==> src/rtl/shader_pkg.sv <==
// Shared definitions for the pipelined test-pattern shader: pattern modes,
// pipeline latency and the colour clamp helper.
package shader_pkg;

  typedef enum logic [1:0] {
    MODE_BARS  = 2'd0,
    MODE_GRAD  = 2'd1,
    MODE_CHECK = 2'd2,
    MODE_DISC  = 2'd3
  } mode_e;

  localparam int SHADER_LAT = 3;

  // Saturate a signed value into [0, max_val].
  function automatic logic signed [31:0] clamp(input logic signed [31:0] val,
                                               input logic signed [31:0] max_val);
    logic signed [31:0] res;
    if (val < 32'sd0) begin
      res = 32'sd0;
    end else if (val > max_val) begin
      res = max_val;
    end else begin
      res = val;
    end
    return res;
  endfunction

endpackage

==> src/rtl/shader_pattern.sv <==
// Combinational stage-3 pattern evaluation: turns decimated coordinates,
// precomputed disc squares, bar index and frame into clamped RGB.
module shader_pattern
  import shader_pkg::*;
#(
  parameter int COORD_W   = 12,
  parameter int COLOR_W   = 8,
  parameter int FRAME_W   = 8,
  parameter int CHECK_BIT = 2,
  parameter int RADIUS2   = 400
) (
  input  mode_e                mode_i,
  input  logic [COORD_W-1:0]   x_i,
  input  logic [COORD_W-1:0]   y_i,
  input  logic signed [31:0]   u2_i,
  input  logic signed [31:0]   v2_i,
  input  logic [2:0]           bar_i,
  input  logic [FRAME_W-1:0]   frame_i,
  output logic [COLOR_W-1:0]   red_o,
  output logic [COLOR_W-1:0]   green_o,
  output logic [COLOR_W-1:0]   blue_o
);

  localparam logic signed [31:0] MAX_S = (32'sd1 <<< COLOR_W) - 32'sd1;
  localparam logic [COLOR_W-1:0] MAX_C = {COLOR_W{1'b1}};
  localparam logic [COLOR_W-1:0] ZERO_C = {COLOR_W{1'b0}};

  logic signed [31:0]   x_s;
  logic signed [31:0]   y_s;
  logic signed [31:0]   h_s;
  logic [COLOR_W-1:0]   xf_s;
  logic [COLOR_W-1:0]   disc_red_s;
  logic                 chk_s;

  assign x_s        = $signed(32'(x_i));
  assign y_s        = $signed(32'(y_i));
  assign h_s        = u2_i + v2_i;
  // Animated x coordinate, already reduced modulo the channel range.
  assign xf_s       = COLOR_W'(x_s + $signed(32'(frame_i)));
  assign chk_s      = xf_s[CHECK_BIT] ^ y_i[CHECK_BIT];
  assign disc_red_s = COLOR_W'(clamp(MAX_S - (h_s >>> 1), MAX_S));

  // Pattern select and per-channel colour generation.
  always_comb begin
    red_o   = ZERO_C;
    green_o = ZERO_C;
    blue_o  = ZERO_C;
    case (mode_i)
      MODE_BARS: begin
        red_o   = bar_i[0] ? MAX_C : ZERO_C;
        green_o = bar_i[1] ? MAX_C : ZERO_C;
        blue_o  = bar_i[2] ? MAX_C : ZERO_C;
      end
      MODE_GRAD: begin
        red_o   = xf_s;
        green_o = COLOR_W'(y_i);
        blue_o  = COLOR_W'(x_s + y_s);
      end
      MODE_CHECK: begin
        red_o   = chk_s ? MAX_C : ZERO_C;
        green_o = chk_s ? MAX_C : ZERO_C;
        blue_o  = chk_s ? MAX_C : ZERO_C;
      end
      MODE_DISC: begin
        if (h_s < RADIUS2) begin
          red_o   = disc_red_s;
          green_o = disc_red_s >> 1;
          blue_o  = ZERO_C;
        end else begin
          red_o   = ZERO_C;
          green_o = ZERO_C;
          blue_o  = COLOR_W'(clamp(y_s * 32'sd4, MAX_S));
        end
      end
      default: begin
        red_o   = ZERO_C;
        green_o = ZERO_C;
        blue_o  = ZERO_C;
      end
    endcase
  end

endmodule

==> src/rtl/shader_pipe.sv <==
// Three-stage registered test-pattern shader between the timing generator and
// the video encoder; mode and frame counter update only on frame_start.
module shader_pipe
  import shader_pkg::*;
#(
  parameter int COORD_W   = 12,
  parameter int COLOR_W   = 8,
  parameter int SHIFT     = 3,
  parameter int CX        = 40,
  parameter int CY        = 30,
  parameter int RADIUS2   = 400,
  parameter int BAR_SHIFT = 7,
  parameter int CHECK_BIT = 2,
  parameter int FRAME_W   = 8
) (
  input  logic                sys_clk,
  input  logic                sys_rst,
  input  logic                in_valid,
  input  logic [COORD_W-1:0]  hcount,
  input  logic [COORD_W-1:0]  vcount,
  input  logic                frame_start,
  input  logic [1:0]          mode_sel,
  output logic                out_valid,
  output logic [COLOR_W-1:0]  red,
  output logic [COLOR_W-1:0]  green,
  output logic [COLOR_W-1:0]  blue,
  output logic [FRAME_W-1:0]  frame_count
);

  localparam logic [COLOR_W-1:0] ZERO_C = {COLOR_W{1'b0}};

  mode_e                   mode_q, mode_d;
  logic [FRAME_W-1:0]      frame_q, frame_d;
  logic [SHADER_LAT-1:0]   vld_q, vld_d;

  logic [COORD_W-1:0]      x1_q, x1_d, y1_q, y1_d;
  logic [2:0]              bar1_q, bar1_d;
  mode_e                   mode1_q, mode1_d;
  logic [FRAME_W-1:0]      frame1_q, frame1_d;

  logic signed [31:0]      u_s, v_s;
  logic signed [31:0]      u2_q, u2_d, v2_q, v2_d;
  logic [COORD_W-1:0]      x2_q, x2_d, y2_q, y2_d;
  logic [2:0]              bar2_q, bar2_d;
  mode_e                   mode2_q, mode2_d;
  logic [FRAME_W-1:0]      frame2_q, frame2_d;

  logic [COLOR_W-1:0]      pat_red_s, pat_green_s, pat_blue_s;
  logic [COLOR_W-1:0]      red_q, red_d, green_q, green_d, blue_q, blue_d;

  // Frame control: latch the requested mode and advance the frame counter.
  always_comb begin
    mode_d  = mode_q;
    frame_d = frame_q;
    if (frame_start) begin
      mode_d  = mode_e'(mode_sel);
      frame_d = frame_q + FRAME_W'(1'b1);
    end else begin
      mode_d  = mode_q;
      frame_d = frame_q;
    end
  end

  // Datapath next-state for all three stages; stage 1 sees the pre-update mode.
  always_comb begin
    vld_d    = {vld_q[SHADER_LAT-2:0], in_valid};

    x1_d     = hcount >> SHIFT;
    y1_d     = vcount >> SHIFT;
    bar1_d   = 3'(hcount >> BAR_SHIFT);
    mode1_d  = mode_q;
    frame1_d = frame_q;

    u_s      = $signed(32'(x1_q)) - CX;
    v_s      = CY - $signed(32'(y1_q));
    u2_d     = u_s * u_s;
    v2_d     = v_s * v_s;
    x2_d     = x1_q;
    y2_d     = y1_q;
    bar2_d   = bar1_q;
    mode2_d  = mode1_q;
    frame2_d = frame1_q;

    red_d    = ZERO_C;
    green_d  = ZERO_C;
    blue_d   = ZERO_C;
    if (vld_q[1]) begin
      red_d   = pat_red_s;
      green_d = pat_green_s;
      blue_d  = pat_blue_s;
    end else begin
      red_d   = ZERO_C;
      green_d = ZERO_C;
      blue_d  = ZERO_C;
    end
  end

  shader_pattern #(
    .COORD_W   (COORD_W),
    .COLOR_W   (COLOR_W),
    .FRAME_W   (FRAME_W),
    .CHECK_BIT (CHECK_BIT),
    .RADIUS2   (RADIUS2)
  ) u_pattern (
    .mode_i  (mode2_q),
    .x_i     (x2_q),
    .y_i     (y2_q),
    .u2_i    (u2_q),
    .v2_i    (v2_q),
    .bar_i   (bar2_q),
    .frame_i (frame2_q),
    .red_o   (pat_red_s),
    .green_o (pat_green_s),
    .blue_o  (pat_blue_s)
  );

  // State and pipeline registers; reset flushes everything in flight.
  always_ff @(posedge sys_clk) begin
    if (sys_rst) begin
      mode_q   <= MODE_BARS;
      frame_q  <= {FRAME_W{1'b0}};
      vld_q    <= {SHADER_LAT{1'b0}};
      x1_q     <= {COORD_W{1'b0}};
      y1_q     <= {COORD_W{1'b0}};
      bar1_q   <= 3'd0;
      mode1_q  <= MODE_BARS;
      frame1_q <= {FRAME_W{1'b0}};
      u2_q     <= 32'sd0;
      v2_q     <= 32'sd0;
      x2_q     <= {COORD_W{1'b0}};
      y2_q     <= {COORD_W{1'b0}};
      bar2_q   <= 3'd0;
      mode2_q  <= MODE_BARS;
      frame2_q <= {FRAME_W{1'b0}};
      red_q    <= ZERO_C;
      green_q  <= ZERO_C;
      blue_q   <= ZERO_C;
    end else begin
      mode_q   <= mode_d;
      frame_q  <= frame_d;
      vld_q    <= vld_d;
      x1_q     <= x1_d;
      y1_q     <= y1_d;
      bar1_q   <= bar1_d;
      mode1_q  <= mode1_d;
      frame1_q <= frame1_d;
      u2_q     <= u2_d;
      v2_q     <= v2_d;
      x2_q     <= x2_d;
      y2_q     <= y2_d;
      bar2_q   <= bar2_d;
      mode2_q  <= mode2_d;
      frame2_q <= frame2_d;
      red_q    <= red_d;
      green_q  <= green_d;
      blue_q   <= blue_d;
    end
  end

  assign out_valid   = vld_q[SHADER_LAT-1];
  assign red         = red_q;
  assign green       = green_q;
  assign blue        = blue_q;
  assign frame_count = frame_q;

endmodule

==> config.mk <==
export PLATFORM = sky130hd
export DESIGN_NAME = shader_pipe
export DESIGN_NICKNAME = d
export VERILOG_FILES = /design/src/rtl/shader_pkg.sv /design/src/rtl/shader_pattern.sv /design/src/rtl/shader_pipe.sv
export SDC_FILE = /design/constraint.sdc
export NUM_CORES = 1
export LEC_CHECK = 0
export ABC_AREA = 0
export CORE_MARGIN = 2
export CORE_UTILIZATION = 55
export CTS_BUF_LIST = sky130_fd_sc_hd__clkbuf_8
export CTS_CLUSTER_DIAMETER = 150
export DETAILED_ROUTE_END_ITERATION = 10
export PLACE_DENSITY = 0.79
export SLEW_MARGIN = 25
export SYNTH_ARGS = -nofsm -noshare
export SYNTH_HDL_FRONTEND = slang
export SYNTH_SLANG_ARGS = --single-unit
export TNS_END_PERCENT = 20
==> constraint.sdc <==
create_clock -name sys_clk -period 7.31 [get_ports sys_clk]
set_clock_uncertainty 0.2 [all_clocks]
set_input_delay 1.462 -clock sys_clk [delete_from_list [all_inputs] [get_ports sys_clk]]
set_output_delay 1.462 -clock sys_clk [all_outputs]
set_load 0.1 [all_outputs]
Yosys cells after proc, flatten, opt, wreduce, memory -nomap -nowiden:

Index checks and enable logic that the tools add are counted.
W data, S select, Z words.

* register bits after elaboration: 171
* bits of input ports: 30
* output and inout bits: 33
* logic and storage cells: 55

* add/sub/neg operators: 7
* $mul: 2
* order comparisons: 5
* equal/unequal tests: 3
* muxes and demuxes: 14
* bitwise logic cells: 2
* reduce and logical (&&, ||, !) cells: 2

Operator list (number)
* $pmux W8 S4: 3
* $mux W8: 10
* $mul A13 B13 Y26: 2
* $add A32 B32 Y32: 1
* $gt A32 B9 Y1 const B: 1
* $lt A32 B1 Y1 const B: 1
* $lt A32 B10 Y1 const B: 1
* $sub A9 B31 Y32 const A: 1
* $add A8 B8 Y8: 2
* $gt A14 B8 Y1 const B: 1
* $lt A14 B1 Y1 const B: 1
* $sub A12 B6 Y13 const B: 1
* $sub A5 B12 Y13 const A: 1
* $add A8 B1 Y8 const B: 1
* $mux W7: 1
* $eq A2 B2 Y1 const B: 2
* $eq A2 B1 Y1 const B: 1
* $logic_not A2 Y1: 1
* $reduce_or A2 Y1: 1
* $not A1 Y1: 1
* $xor A1 B1 Y1: 1

Logic depth before layout (Yosys ltp):

* word-level depth: 7
* depth in mapped cells: 29
* depth with buffers taken out: 28

Hierarchy:

From an unflattened synthesis, not the netlist that was laid out.

* cells, all modules: 2057
* area total of the unflattened synthesis: 18542.8 µm²

Modules (own cells, without submodules)
* shader_pipe: instances 1, cells an instance 1619, area each 15501.1 µm², sequential area each 2822.7 µm²
* shader_pattern: instances 1, cells an instance 438, area each 3041.7 µm², sequential area each 0.0 µm²

Worst setup path before layout:

Ideal clock, no wire load.

* path type: reg2reg
* from: register y1_q[0]
* to: register v2_q[30]
* library setup time: 0.128 ns
* data arrival time: 7.426 ns
* data required time: 6.982 ns
* slack: -0.444 ns
* stages on the path, launching flop included: 27
* buffers on the path: 1
* clock period less this slack: 7.754 ns
* cells stage by stage: dfxtp_1 > clkbuf_1 > clkinv_1 > nor3_1 > nand3_1 > xnor2_1 > inv_1 > nor2_1 > nand2_1 > fa_1 > inv_1 > fa_1 > fa_1 > fa_1 > inv_1 > fa_1 > inv_1 > ha_1 > ha_1 > and3_1 > a221o_1 > o31ai_1 > o31ai_1 > o41a_1 > a31oi_1 > xnor2_1 > nor2_1

* word-level cells in the longest chain between the ends: 2

Ends and longest elaborated chain
* start: declaration: RTL line shader_pipe.sv:36 `logic [COORD_W-1:0] x1_q, x1_d, y1_q, y1_d;`
* start signal: assignment: RTL line shader_pipe.sv:124 `y1_q <= {COORD_W{1'b0}};`
* start signal: assignment: RTL line shader_pipe.sv:143 `y1_q <= y1_d;`
* $sub A5 B12 Y13: RTL line shader_pipe.sv:75 `v_s = CY - $signed(32'(y1_q));`
* $mul A13 B13 Y26: RTL line shader_pipe.sv:77 `v2_d = v_s * v_s;`
* end signal: assignment: RTL line shader_pipe.sv:148 `v2_q <= v2_d;`
* end: declaration: RTL line shader_pipe.sv:42 `logic signed [31:0] u2_q, u2_d, v2_q, v2_d;`

Every way passes these cells.
A chain may end at the register's enable or synchronous reset.

Final worst setup path:

* from: register y1_q[1]
* to: register v2_q[30]

The elaborated chain is that of the path after synthesis.

==> flow_summary_export.csv <==
group,metric,value,unit
critical_path,start_kind,"flip-flop",
timing,max_freq,0.141,GHz
finish,area_growth,11.7,%
grt,gr-total-overflow,0,
critical_path,required,7.42,ns
clock_network,clock_path_buffers,2,
clock_network,cts_buffers,17,
worst_hold_path,min_path_cells,1,
route,ant_nets,0,
floorplan,rows,65,
finish,multi_input_area,13200,um2
critical_path,worst-path-max-fanout,5,
yosys,ys_seq_elements,140,
critical_path,criticalPathCategory,"reg -> reg",
floorplan,dieArea,33300,um2
clock_network,clock_tree.root_cell,"clkbuf_8",
clock_network,cts_hold_buf,0,
finish,fin_nets,2510,
yosys,synthTopCellsByArea,"fa_1 (33%), dfxtp_1 (16%), ha_1 (13%)",
yosys,netlist_instances,1919,
critical_path,ff2ff_path_depth,26,
clock_network,cts_max_level,4,
timing,fin_crit_sh,96.8,%
yosys,syn-num-nets,2420,
critical_path,critical-path-top-delay-family,"adder cells",
yosys,synth_top_area_share,33.0,%
grt,grt_start_max_net_pins,116,
timing,worstMarginPinSlew,1.07,ns
yosys,synthSimpleGateAreaFrac,13.1,%
yosys,synthMuxAreaShare,0.670,%
floorplan,dieWidth,183,um
floorplan,core_area,31500,um2
yosys,synth-seq-area-share,16.0,%
yosys,synth-compound-area-share,9.58,%
clock_network,cts_tree,"done",
timing,hold_viol,0,
place,portBuffers,56,
critical_path,worst_path_most_repeated_cell,"fa_1",
route,drc,0,
yosys,syn_avg_cell_area,9.14,um2
yosys,syn_area,17500,um2
place,dpl.hpwl,31900,um
critical_path,cp_slowest_cell,"fa_1",
route,totalWireLength,38400,um
yosys,yosysWarnings,0,
critical_path,rrSetupSlack,0.23,ns
yosys,synth_xor_area_share,4.59,%
clock_network,cts_num_sinks,140,
route,dr.pass1.iters,5,
yosys,synth_top_family_by_area,"adder cells",
finish,fill_cells,2576,
critical_path,worst-path-stages,26,
grt,grt_pass1_wl,64800,um
finish,final_layout_size_suffix_gt1_share,8.06,%
timing,finalHoldWorstSlack,0.238,ns
route,viasPerCell,5.34,
yosys,synth_fa_ha_area_share,46.0,%
route,vias,12954,
worst_hold_path,whs_endpoint,"frame2_q[1]$_SDFF_PP0_",
finish,diodes,0,
route,wl_per_cell,15.9,um
critical_path,regToRegEndpoint,"v2_q[30]$_SDFF_PP0_",
critical_path,cp_num_buf_inv,3,
critical_path,max_stage_delay,0.55,ns
yosys,yosysUniqueCellTypes,69,
floorplan,die_h,183,um
route,initialDrtViolationCount,701,
timing,drv_slew,0,
grt,grt_pass1_vias,13632,
worst_hold_path,min-delay-start,"frame1_q[1]$_SDFF_PP0_",
yosys,synth_top_area_cell,"fa_1",
grt,antenna_found_initial,0,
timing,slew_headroom,28.2,%
yosys,synth_edf_count,0,
yosys,ys.flop_type,"dfxtp_1",
grt,grtUsageTotal,24.4,%
worst_hold_path,hp-class,"reg -> reg",
status,status,"complete, no violations",
critical_path,cp.arrival,7.19,ns
place,preCtsSetupSlack,-0.0491,ns
clock_network,clk_pin_slew,0.08,ns
timing,rsz0062_at_grt,"true",
timing,setup_viol,0,
clock_network,clk_latency,0.46,ns
timing,final.min_clock_period,7.08,ns
timing,postLayoutSetupSlackWorst,0.234,ns
finish,final-seq-area,2810,um2
yosys,synth_async_sr_flop_share,0,%
place,routabilityCongestion,0.947,
floorplan,pin_count,63,
flow_run,maxCapViolations,0,
critical_path,rr_startpoint,"y1_q[1]$_SDFF_PP0_",
critical_path,end_kind,"flip-flop",
floorplan,start_util,55.7,%
==> stage by stage <==
step / TNS [ns] / cells / area (um2) / utilization, %
floorplan: -0.0428 / 1919 / 17600 / -
global placement: 0 / 2386 / 18900 / 60.0
detailed placement: -0.0491 / 2386 / 18900 / 60.0
CTS: 0 / 2418 / 19300 / 61.5
global route: -0.0759 / 2424 / 19600 / 62.3
finish: 0 / 2424 / 19600 / 62.3
==> state kept, by name (all words and copies together) (netlist names), 3 cells and up <==
register / cells
u2_q: 25
v2_q: 25
x1_q: 9
y1_q: 9
blue: 8
frame1_q: 8
frame2_q: 8
frame_count: 8
green: 8
red: 8
y2_q: 8
x2_q: 7
vld_q: 3
==> logic make-up (layout without fill, tap and decap cells) <==
group           count (synthesis)  in the layout
compound gates                256            256
xor+xnor                       92             92
fa+ha+maj                     471            471
buf+inv                       469            572
flops                         140            140
mux                            11             11
other cells                     2              2
simple gates                  478            478
==> layer usage <==
| layer | GRT usage, % | part of all wire [%] | up-vias |
|---|---|---|---|
| li1 | - | - | 6146 |
| met1 | 30.8 | 41 | 6408 |
| met2 | 44.0 | 52 | 338 |
| met3 | 3.39 | 4.9 | 62 |
| met4 | 6.13 | 2.1 | 0 |
| met5 | 0 | 0 | - |
==> worst max-delay path by stage <==
stage	start	to	slack, ns
after floorplan	y1_q[0]$_SDFF_PP0_	v2_q[30]$_SDFF_PP0_	-0.04
after global placement	y1_q[5]$_SDFF_PP0_	v2_q[30]$_SDFF_PP0_	0.04
after detailed placement	y1_q[1]$_SDFF_PP0_	v2_q[30]$_SDFF_PP0_	-0.05
after CTS	y1_q[0]$_SDFF_PP0_	v2_q[30]$_SDFF_PP0_	0.02
after global routing	y1_q[1]$_SDFF_PP0_	v2_q[30]$_SDFF_PP0_	-0.04
final	y1_q[1]$_SDFF_PP0_	v2_q[30]$_SDFF_PP0_	0.23
==> layout by cell type (no fill, tap or decap), drive strengths merged, types with 23 or more instances in the layout <==
cell type	instances
a21oi	77
buf	66
clkdlybuf4s50	55
dfxtp	140
fa	289
ha	182
inv	423
nand2	115
nand2b	23
nor2	158
nor2b	75
o21ai	49
xnor2	60
xor2	32
==> cell usage after synthesis, drive strengths merged (3+ instances only) <==
master	number
buf	5
a211oi	10
o31ai	7
o21ai	49
o22ai	6
mux2	3
or3	10
o221ai	4
nand4	6
nor3	20
and2	16
dfxtp	140
a41oi	3
o21bai	12
ha	182
a21o	21
mux2i	8
xnor2	60
a2111oi	5
xor2	32
nand2	115
a31oi	8
nor2	158
nand2b	23
clkbuf	45
fa	289
and3	19
a21oi	77
o21a	19
nor2b	75
nand3	18
inv	417
a211o	5
o211ai	13
or2	9
==> cell type report <==
cell class                      instances  area share (%)
Multi-Input combinational cell       1310            67.3
Sequential cell                       140            14.3
Clock inverter                         14           0.983
Timing Repair Buffer                  121            5.46
Inverter                              419            8.08
Tap cell                              402            2.57
Clock buffer                           18            1.26
==> what timing repair did <==
action,in CTS,in global routing
pin swaps,0,20
gates cloned,0,0
endpoints found under the hold margin,0,0
endpoints found under the setup margin,2,11
gates resized for setup,4,57
buffers inserted,0,6
Power is left out: the tool's default activity adds up to more than one toggle a clock period on the data nets, which glitch-free logic cannot reach.
